`src/rtl/sraa_qc_accum.sv`:
```
// sraa_qc_accum -- serial quasi-cyclic parity accumulator.
// For each of SEGMENTS info segments, the first row of a WIDTH x WIDTH generator
// circulant is loaded into a rotating register g. Every accepted info bit XORs
// g into the accumulator when the bit is 1, and g then rotates right by one.
// After the last bit of the last segment, the accumulator is offered on
// parity_out with a valid/ready handshake.
// Optional feature: define SRAA_PROTOCOL_ERR_EN to add a sticky protocol
// error output err (start while busy, or info_valid outside ACCUM).
module sraa_qc_accum #(
  parameter int WIDTH    = 16,
  parameter int SEGMENTS = 4
) (
  input  logic             clk,
  input  logic             clear,
  input  logic             start,
  input  logic [WIDTH-1:0] gen_in,
  input  logic             gen_valid,
  output logic             gen_ready,
  input  logic             info_bit,
  input  logic             info_valid,
  output logic             info_ready,
  output logic [WIDTH-1:0] parity_out,
  output logic             parity_valid,
  input  logic             parity_ready,
  output logic             busy
`ifdef SRAA_PROTOCOL_ERR_EN
  ,
  output logic             err
`endif
);

  localparam int BIT_W = $clog2(WIDTH);
  localparam int SEG_W = (SEGMENTS > 1) ? $clog2(SEGMENTS) : 1;

  localparam logic [BIT_W-1:0] BIT_LAST = BIT_W'(WIDTH - 1);
  localparam logic [BIT_W-1:0] BIT_ONE  = BIT_W'(1);
  localparam logic [SEG_W-1:0] SEG_LAST = SEG_W'(SEGMENTS - 1);
  localparam logic [SEG_W-1:0] SEG_ONE  = SEG_W'(1);

  typedef enum logic [1:0] {
    IDLE     = 2'd0,
    LOAD_GEN = 2'd1,
    ACCUM    = 2'd2,
    OUTPUT   = 2'd3
  } state_t;

  state_t           state_q, state_d;
  logic [WIDTH-1:0] acc_q, acc_d;
  logic [WIDTH-1:0] g_q, g_d;
  logic [BIT_W-1:0] bit_cnt_q, bit_cnt_d;
  logic [SEG_W-1:0] seg_cnt_q, seg_cnt_d;

  // Rotate right by one position: the circulant's next row.
  function automatic logic [WIDTH-1:0] rotr1(input logic [WIDTH-1:0] v);
    return {v[0], v[WIDTH-1:1]};
  endfunction

  // Handshake flags depend only on the current state so they never overlap.
  assign gen_ready    = (state_q == LOAD_GEN);
  assign info_ready   = (state_q == ACCUM);
  assign parity_valid = (state_q == OUTPUT);
  assign busy         = (state_q != IDLE);
  assign parity_out   = acc_q;

  // Next-state and datapath update for the encoder sequence.
  always_comb begin
    state_d   = state_q;
    acc_d     = acc_q;
    g_d       = g_q;
    bit_cnt_d = bit_cnt_q;
    seg_cnt_d = seg_cnt_q;
    case (state_q)
      IDLE: begin
        if (start) begin
          state_d   = LOAD_GEN;
          acc_d     = {WIDTH{1'b0}};
          seg_cnt_d = {SEG_W{1'b0}};
        end else begin
          state_d   = IDLE;
        end
      end
      LOAD_GEN: begin
        if (gen_valid) begin
          g_d       = gen_in;
          bit_cnt_d = {BIT_W{1'b0}};
          state_d   = ACCUM;
        end else begin
          state_d   = LOAD_GEN;
        end
      end
      ACCUM: begin
        if (info_valid) begin
          acc_d = acc_q ^ (g_q & {WIDTH{info_bit}});
          g_d   = rotr1(g_q);
          if (bit_cnt_q == BIT_LAST) begin
            // Counter holds at its last value; the next gen load resets it.
            if (seg_cnt_q == SEG_LAST) begin
              state_d = OUTPUT;
            end else begin
              seg_cnt_d = seg_cnt_q + SEG_ONE;
              state_d   = LOAD_GEN;
            end
          end else begin
            bit_cnt_d = bit_cnt_q + BIT_ONE;
          end
        end else begin
          state_d = ACCUM;
        end
      end
      OUTPUT: begin
        // A start arriving with the handshake is deliberately ignored.
        if (parity_ready) begin
          state_d = IDLE;
        end else begin
          state_d = OUTPUT;
        end
      end
      default: begin
        state_d = IDLE;
      end
    endcase
  end

  // State and datapath registers with synchronous clear.
  always_ff @(posedge clk) begin
    if (clear) begin
      state_q   <= IDLE;
      acc_q     <= {WIDTH{1'b0}};
      g_q       <= {WIDTH{1'b0}};
      bit_cnt_q <= {BIT_W{1'b0}};
      seg_cnt_q <= {SEG_W{1'b0}};
    end else begin
      state_q   <= state_d;
      acc_q     <= acc_d;
      g_q       <= g_d;
      bit_cnt_q <= bit_cnt_d;
      seg_cnt_q <= seg_cnt_d;
    end
  end

`ifdef SRAA_PROTOCOL_ERR_EN
  logic err_q, err_d;

  // Sticky protocol error: start while busy or info offered outside ACCUM.
  always_comb begin
    err_d = err_q;
    if ((start && busy) || (info_valid && (state_q != ACCUM))) begin
      err_d = 1'b1;
    end else begin
      err_d = err_q;
    end
  end

  // Error flag register; only clear removes it.
  always_ff @(posedge clk) begin
    if (clear) begin
      err_q <= 1'b0;
    end else begin
      err_q <= err_d;
    end
  end

  assign err = err_q;
`endif

endmodule
```
`config.mk`:
```
export PLATFORM = sky130hd
export DESIGN_NAME = sraa_qc_accum
export DESIGN_NICKNAME = d
export VERILOG_FILES = /design/src/rtl/sraa_qc_accum.sv
export SDC_FILE = /design/constraint.sdc
export NUM_CORES = 1
export LEC_CHECK = 0
export ABC_AREA = 1
export BUFFER_PORTS_ARGS = -buffer_cell sky130_fd_sc_hd__buf_2
export CELL_PAD_IN_SITES_DETAIL_PLACEMENT = 0
export CELL_PAD_IN_SITES_GLOBAL_PLACEMENT = 1
export CORE_ASPECT_RATIO = 1.75
export CORE_MARGIN = 4
export CORE_UTILIZATION = 37
export CTS_CLUSTER_SIZE = 20
export DETAILED_ROUTE_END_ITERATION = 8
export MAX_ROUTING_LAYER = met4
export PLACE_DENSITY_LB_ADDON = 0.1
export SLEW_MARGIN = 10
export SYNTH_ARGS = -nofsm -noshare
export SYNTH_HDL_FRONTEND = slang
export SYNTH_SLANG_ARGS = --single-unit
```
`constraint.sdc`:
```
create_clock -name clk -period 1.4 [get_ports clk]
set_input_delay 0.14 -clock clk [delete_from_list [all_inputs] [get_ports clk]]
set_output_delay 0.14 -clock clk [all_outputs]
set_load 0.005 [all_outputs]
```
==> results.json <==
{
  "grt_use_total_pct": 16.0,
  "dpl_cell_area_sq_um": 2410,
  "irDropWorstVdd_v": 0.000632,
  "grt_pass1_wl_um": 8490,
  "drtAntennaViolNets": 0,
  "rsz0062_at_grt": "yes",
  "synth_warnings": 0,
  "slowest_stage": "dfxtp_2",
  "nets": 388,
  "ff2ff_path_depth": 8,
  "diodes": 0,
  "fin_skew_ns": 0.00455,
  "die_y_um": 106,
  "routed_wl_um": 4990,
  "timing.hold.ws_ns": 0.127,
  "final-max-slew-violation-count": 0,
  "grt_max_degree": 24,
  "worstPathArrival_ns": 1.20,
  "synthToLayoutAreaGrowth_pct": 24.3,
  "final-setup-viol-count": 0,
  "hpwlAfterDp_um": 3790,
  "yosysSeqAreaShare_pct": 39.3,
  "cts-root-buf": "clkbuf_8",
  "tns_ns": 0,
  "crit-reg2reg-launch": "state_q[0]$_SDFFE_PP0P_",
  "cap_violations": 0,
  "grt_remaining_overflow": 0,
  "p_per_area_nw_per_um2": 1060,
  "synthesis.nets": 341,
  "final_area_sq_um": 2530,
  "core_sq_um": 5300,
  "die_x_um": 64.1,
  "crit_chain": "buf_4 > nor2_4 > buf_6 > buf_2",
  "yosysUniqueCellTypes": 19,
  "pin_count": 43,
  "portBuffers": 42,
  "htreeDepth": 2,
  "drt-initial-drc-count": 90,
  "start_util_pct": 38.4,
  "drive_gt1_share_pct": 21.4,
  "min_period_over_period_pct": 96.1,
  "report.power.total_mw": 2.69,
  "setup.worst_path.end_class": "output pin",
  "routedWlPerCell_um": 11.4,
  "yosys_register_bits": 40,
  "critPathKind": "flop to output pin",
  "critPathRequiredTime_ns": 1.26,
  "hp-class": "primary input to flop",
  "first_pass_iters": 4,
  "fmax_ghz": 0.744,
  "fin_util_pct": 47.8,
  "period_needed_ns": 1.34,
  "cts_tree": "yes",
  "cts_made_buffers": 5,
  "vias": 1983,
  "netlist_area_sq_um": 2040,
  "vias_per_cell": 4.53,
  "die-area_sq_um": 6800,
  "num_rows": 35,
  "cts_num_sinks": 40,
  "clk_latency_ns": 0.29,
  "hold_viol_final": 0,
  "max-clock-path-buffers": 2,
  "place.gp.congestion": 0.823,
  "antenna_found_initial": 0,
  "outcome": "complete, no violations",
  "max-slew-margin-rel_pct": 77.9,
  "syn_avg_cell_area_sq_um": 6.45,
  "worst_pin_slew_ns": 0.331,
  "clk_pin_slew_worst_paths_ns": 0.08,
  "grt_pass1_vias": 1941,
  "cp-endpoint": "info_ready",
  "reg2reg_slack_ns": 0.13,
  "crit_start": "state_q[0]$_SDFFE_PP0P_",
  "slowest_delay_ns": 0.35,
  "synthCells": 316,
  "power.leakage_nw": 1.30,
  "critPathLaunchType": "flop",
  "worstPathMaxFanout": 5,
  "r2r-end": "g_q[6]$_SDFFE_PP0P_",
  "drc": 0
}
[synth_stat cells]
library cell  instances  area share, %
nand2_1              91             17
nor2_1               41            7.6
dfxtp_1              40             39
inv_1                37            6.8
a21oi_1              26            6.4
nand3_1              26            6.4
o21ai_0              16            3.9
buf_2                 6            1.5
o21ai_1               6            1.5
buf_4                 5            1.8
clkbuf_1              3           0.55
inv_2                 3           0.55
nand2_2               3           0.92
nand3b_1              3            1.1
ha_1                  2            1.2
nand3_2               2           0.98
nor2_4                2            1.1
o211a_1               2           0.98
or2_2                 2           0.61
[power breakdown]
part           internal (mW)  total [mW]  switching [mW]
registers               1.22        1.28          0.0597
logic                  0.255       0.601           0.346
clock network          0.403       0.801           0.399
[registers in the layout, summed over array words and instances, names as in the netlist]
signal,cells
bit_cnt_q,4
g_q,16
parity_out,16
seg_cnt_q,2
state_q,2
[cell families after synthesis]
group | Yosys count | synth area share, %
buf+inv | 54 | 11.2
simple gates | 170 | 35.4
fa+ha+maj | 2 | 1.23
flops | 40 | 39.3
compound gates | 50 | 12.8
[final cells by class]
| class | count | area, sq um |
|---|---|---|
| timing repair buffer | 54 | 379 |
| sequential | 40 | 805 |
| clock buffer | 8 | 90.1 |
| multi-input combinational | 222 | 1010 |
| tap | 74 | 92.6 |
| fill | 584 | 2770 |
| inverter | 40 | 150 |
[metrics by stage]
| step | setup WS (ns) | std cells |
|---|---|---|
| 5_1_grt | -0.0347 | 438 |
| 3_5_place_dp | 0.0709 | 429 |
| 3_3_place_gp | 0.0909 | 429 |
| 2_1_floorplan | 0.230 | 316 |
| 4_1_cts | 0.0126 | 437 |
| 6_report | 0.0551 | 438 |
[worst max-delay path: cells and delay by family (launching register included)]
family                 cells  cell delay [ns]
flip-flops                 1             0.35
AND/OR/NAND/NOR            1             0.17
buffers and inverters      3             0.39
[cells in the final DEF, fill, tap and decap left out, drive strengths merged]
| master | instances |
|---|---|
| nand2 | 94 |
| buf | 54 |
| nor2 | 43 |
| inv | 40 |
| dfxtp | 40 |
| nand3 | 28 |
| a21oi | 26 |
| o21ai | 22 |
| clkbuf | 8 |
| nand3b | 3 |
| or2 | 2 |
| o211a | 2 |
| ha | 2 |
[routing by layer]
layer	up-vias	track usage, %	part of all wire (%)
li1	1080	-	-
met1	866	17.3	43
met2	28	29.0	53
met3	9	2.75	2.4
met4	0	5.45	1.7
met5	-	-	0
[timing repair]
item | CTS | global route
resized for setup | 2 | 5
hold buffers | 0 | 0
pin swaps | 1 | 1
setup endpoints to repair | 1 | 11
buffers inserted | 0 | 1
[worst min-delay path by stage]
stage	startpoint	end	depth (start not counted)
2_1_floorplan	clear	bit_cnt_q[1]$_SDFFE_PP0P_	1
3_3_place_gp	clear	bit_cnt_q[2]$_SDFFE_PP0P_	2
3_5_place_dp	clear	bit_cnt_q[2]$_SDFFE_PP0P_	2
4_1_cts	clear	state_q[1]$_SDFFE_PP0P_	2
5_1_grt	clear	state_q[0]$_SDFFE_PP0P_	2
6_report	clear	state_q[1]$_SDFFE_PP0P_	2
Note: power is estimated with default switching activity, not from simulation.
